$ cat src/rtl/kd_internal_node_tree.sv
// Depth-6 k-d tree walker: 63 internal nodes held per level, one patch per clock,
// leaf number of each traversal presented six cycles after the patch is sampled.
module kd_internal_node_tree #(
  parameter int INTERNAL_WIDTH = 22,
  parameter int PATCH_WIDTH    = 55,
  parameter int ADDRESS_WIDTH  = 8
) (
  input  logic                      clk,
  input  logic                      rst_n,
  input  logic                      fsm_enable,
  input  logic                      sender_enable,
  input  logic [INTERNAL_WIDTH-1:0] sender_data,
  input  logic                      patch_en,
  input  logic [PATCH_WIDTH-1:0]    patch_in,
  output logic [ADDRESS_WIDTH-1:0]  leaf_index,
  output logic                      receiver_en
);

  localparam int CW     = 11;
  localparam int LEVELS = 6;

  // Valid semantics: patch_en qualifies patch_in on the edge it is sampled; the
  // valid bit then rides the pipeline and surfaces as a single-cycle receiver_en.
  // There is no ready: the pipeline never stalls.

  logic [6:0]             wptr;
  logic                   load;
  logic                   valid_s [LEVELS];
  logic [PATCH_WIDTH-1:0] patch_s [LEVELS];
  logic [4:0]             pos_s   [1:LEVELS-1];
  logic [LEVELS-1:0]      dec;
  logic [5:0]             leaf_next;

  assign load      = fsm_enable && sender_enable && (wptr != 7'd63);
  assign leaf_next = {pos_s[LEVELS-1], dec[LEVELS-1]};

  function automatic logic signed [CW-1:0] comp_sel(input logic [PATCH_WIDTH-1:0] p,
                                                    input logic [CW-1:0] d);
    case (d)
      11'd0:   comp_sel = p[PATCH_WIDTH-1        -: CW];
      11'd1:   comp_sel = p[PATCH_WIDTH-1 - CW   -: CW];
      11'd2:   comp_sel = p[PATCH_WIDTH-1 - 2*CW -: CW];
      11'd3:   comp_sel = p[PATCH_WIDTH-1 - 3*CW -: CW];
      default: comp_sel = p[PATCH_WIDTH-1 - 4*CW -: CW];
    endcase
  endfunction

  for (genvar l = 0; l < LEVELS; l++) begin : g_level
    localparam int BASE = (1 << l) - 1;
    localparam int SIZE = 1 << l;

    logic [INTERNAL_WIDTH-1:0] node_rd;
    logic [CW-1:0]             dim;
    logic signed [CW-1:0]      median;
    logic signed [CW-1:0]      comp;

    if (l == 0) begin : g_root
      logic [INTERNAL_WIDTH-1:0] root;
      always_ff @(posedge clk) begin
        if (load && wptr == 7'd0) root <= sender_data;
      end
      assign node_rd = root;
    end else begin : g_mem
      logic [INTERNAL_WIDTH-1:0] mem [SIZE];
      logic [l-1:0]              off;
      assign off = l'(wptr - 7'(BASE));
      always_ff @(posedge clk) begin
        if (load && wptr >= 7'(BASE) && wptr < 7'(BASE + SIZE)) mem[off] <= sender_data;
      end
      // Position within this level is the path so far, MSB = root decision.
      assign node_rd = mem[pos_s[l][l-1:0]];
    end

    assign dim    = node_rd[CW-1:0];
    assign median = node_rd[2*CW-1:CW];
    assign comp   = comp_sel(patch_s[l], dim);
    assign dec[l] = !(comp < median);
  end

  always_ff @(posedge clk) begin
    patch_s[0] <= patch_in;
    for (int l = 1; l < LEVELS; l++) patch_s[l] <= patch_s[l-1];
    pos_s[1] <= 5'(dec[0]);
    for (int l = 2; l < LEVELS; l++) pos_s[l] <= {pos_s[l-1][3:0], dec[l-1]};

    if (rst_n) begin
      wptr        <= 7'd0;
      receiver_en <= 1'b0;
      leaf_index  <= '0;
      for (int l = 0; l < LEVELS; l++) valid_s[l] <= 1'b0;
    end else begin
      if (load) wptr <= wptr + 7'd1;
      valid_s[0] <= patch_en;
      for (int l = 1; l < LEVELS; l++) valid_s[l] <= valid_s[l-1];
      receiver_en <= valid_s[LEVELS-1];
      if (valid_s[LEVELS-1]) leaf_index <= ADDRESS_WIDTH'(leaf_next);
    end
  end

endmodule

$ cat config.mk
export PLATFORM = sky130hd
export DESIGN_NAME = kd_internal_node_tree
export DESIGN_NICKNAME = d
export VERILOG_FILES = /design/src/rtl/kd_internal_node_tree.sv
export SDC_FILE = /design/constraint.sdc
export NUM_CORES = 2
export LEC_CHECK = 0
export CAP_MARGIN = 20
export CORE_MARGIN = 5
export CORE_UTILIZATION = 66
export DETAILED_ROUTE_END_ITERATION = 10
export GPL_TIMING_DRIVEN = 0
export HOLD_SLACK_MARGIN = 0.12
export PLACE_DENSITY = 0.83
export RECOVER_POWER = 50
export SYNTH_ARGS = -nofsm -noshare
export SYNTH_HDL_FRONTEND = slang
export SYNTH_SLANG_ARGS = --single-unit
$ cat constraint.sdc
create_clock -name clk -period 13.9 [get_ports clk]
set_input_delay 2.78 -clock clk [delete_from_list [all_inputs] [get_ports clk]]
set_output_delay 2.78 -clock clk [all_outputs]
set_load 0.05 [all_outputs]
==> metrics.yaml <==
critPathKind: "reg -> reg"
power.density_nw_per_um2: 173.0
n_fill_cell: 4702
die_x_um: 316.6
seq_area_frac_synth_pct: 78.89
syn-cell-area_um2: 62020
startpoint_type: "register"
grt_pass1_wl_um: 232700
cts_made_buffers: 162
hp-class: "reg -> reg"
synth_area_leaders: "edfxtp_1 67%, dfxtp_1 12%, mux4_2 9.4%"
first_pass_iters: 7
dp.cells: 4554
dp_slack_ns: 7.858
setup_viol: 0
syn_to_final_growth_pct: 14.37
nets: 3617
cts-root-buf: "clkbuf_16"
skew_ns: 0.04025
cts.hold.buffers_added: 0
grt_max_degree: 61
antenna_found_initial: 3
synth_edf_count: 1386
avgSynthCellArea_um2: 19.86
final_hold_viol_count: 0
place_congestion: 0.9389
regArea_um2: 48930
netlist.area_leader.share_pct: 67.11
cts_setup_buffers: 0
multi_input_area_um2: 12610
period_share_pct: 43.27
cp-end-kind: "register"
setup_slack_ns: 7.886
clkSinkCount: 1751
crit_fanout: 10
post-route-util_pct: 76.00
h-tree-depth: 4
grt_pass1_vias: 34410
cp.arrival_ns: 6.63
final_max_slew_viol_count: 1096
ys_ff_latch: 1751
ios: 91
outcome: "finished, violations left"
synth_cell_types: 73
track_usage_pct: 32.47
tightestPinTransition_ns: 3.098
required_ns: 14.52
relSlewSlack_pct: -106.6
violations: "max-capacitance violations, max-slew violations"
vias: 33310
finalSetupTns_ns: 0
power_leakage_nw: 23.51
overflow: 0
drc: 0
dp_hpwl_um: 97000
routed_wl_um: 160800
peakVddDrop_mv: 0.1447
timing.fmax_ghz: 0.1663
fp.coreArea_um2: 93330
rsz0062_at_grt: "false"
cts_tree: "built"
io_buffer_count: 88
period_minus_slack_ns: 6.014
syn_inst: 3123
cap_violations: 28
core.rowCount: 112
ys_top_cells_by_count: "1,386 x edfxtp_1, 365 x dfxtp_1, 259 x mux4_2, 137 x nor2_1, 85 x nor4_1"
synthMostInstantiatedCell: "edfxtp_1"
drive_gt1_share_pct: 19.37
yosysTopAreaCell: "edfxtp_1"
viasPerCell: 6.863
routedWlPerCell_um: 33.14
yosys_warnings: 0
instances_no_fill: 4853
antenna_left: 0
synthArstFlopShare_pct: 0
dieHeight_um: 316.6
first_iter_violations: 5478
clk_pin_slew_ns: 0.07
clock_latency_ns: 0.79
finish.instance_area_um2: 70930
yosys_most_used_dff: "edfxtp_1"
fp.dieArea_um2: 100200
cts_resized: 0
placed_cell_area_um2: 66120
clk_path_buf_depth: 3
insertedDiodeCount: 0
start_util_pct: 66.45
flip-flops by register name (all words and copies together) (netlist names):
name / flops
wptr: 7
leaf_index: 6
patch_s: 330
valid_s: 6
g_level.g_mem.mem: 1364
g_level.g_root.root: 22
pos_s: 15
receiver_en: 1
layout make-up:
cell class                 count  share of cell area (%)
buffer                       118                  0.7285
clock buffer                 225                   6.301
clock inverter                69                  0.8379
inverter                      43                  0.2275
multi-input combinational   1212                   17.77
sequential                  1751                   68.98
tap                         1254                   2.212
timing repair buffer         181                   2.942
placed cells by master, fill, tap and decap left out, types with 11 or more instances in the layout:
master,n
clkbuf_1,151
a22oi_1,20
clkbuf_16,167
dfxtp_1,365
clkinv_2,17
dlygate4sd3_1,56
a21oi_1,51
buf_1,17
nand2b_1,14
a222oi_1,11
nor3_1,66
nor2_1,87
mux4_2,259
buf_8,30
nor2b_1,31
a211oi_1,32
mux2i_1,71
mux2_2,27
buf_16,22
nor2_2,46
edfxtp_1,1386
nand3_1,18
mux2_1,19
ha_1,66
nor4_1,85
nor4b_1,22
inv_1,42
buf_2,38
a21o_1,15
clkinv_1,29
nand2_1,70
o21ai_0,23
buf_6,12
o21ai_1,32
a31oi_1,11
cells by family after synthesis:
family	count (synthesis)	synth area share [%]
multiplexers	388	11.71
other	1	0.006046
AND/OR/NAND/NOR	500	4.208
adder cells (fa/ha/maj)	66	1.331
flip-flops	1751	78.89
XOR/XNOR	7	0.09885
buffers and inverters	161	1.093
AO/OA/AOI/OAI	249	2.663
power by group:
part,internal [mW],total (mW),switching (mW)
clock network,2.38,4.31,1.92
logic,0.901,2.19,1.29
registers,5.72,5.78,0.0566
metrics by stage:
| step | hold slack (ns) | power (mW) |
|---|---|---|
| 5_1_grt | 0.3470 | 12.64 |
| 4_1_cts | 0.3393 | 12.25 |
| 6_report | 0.3401 | 12.27 |
| 2_1_floorplan | 0.3235 | 7.231 |
| 3_3_place_gp | 0.3330 | 7.884 |
| 3_5_place_dp | 0.3347 | 7.969 |
worst paths after layout:
check	cells after the start	endpoint	slack, ns	from
min reg2reg	0	patch_s[1][40]	0.34	patch_s[0][40]
max reg2reg	18	leaf_index[0]	7.89	pos_s[0][26]
min	0	patch_s[1][40]	0.34	patch_s[0][40]
max	18	leaf_index[0]	7.89	pos_s[0][26]
metal layers:
layer	vias to the layer above	track usage, %	part of all wire, %
met2	2613	53.94	50
met5	-	0	0.017
met4	4	15.05	5.8
met1	16820	41.90	34
li1	13280	-	-
met3	593	7.039	11
critical path, stage by stage (launching register included):
cell and delay [ns]:
dfxtp_1 0.31, buf_2 0.32, clkbuf_1 0.81, buf_2 0.48, a211oi_1 0.23, nor4_1 0.72, a22oi_1 0.25, o32ai_1 0.49
and2_1 0.29, buf_4 0.26, mux2_4 0.33, ha_1 0.30, a21oi_1 0.21, o22ai_1 0.13, o21a_1 0.18, o21ai_0 0.15
a31oi_1 0.12, mux2i_1 0.17, o2bb2ai_1 0.08
(Power assumes the default switching activity.)
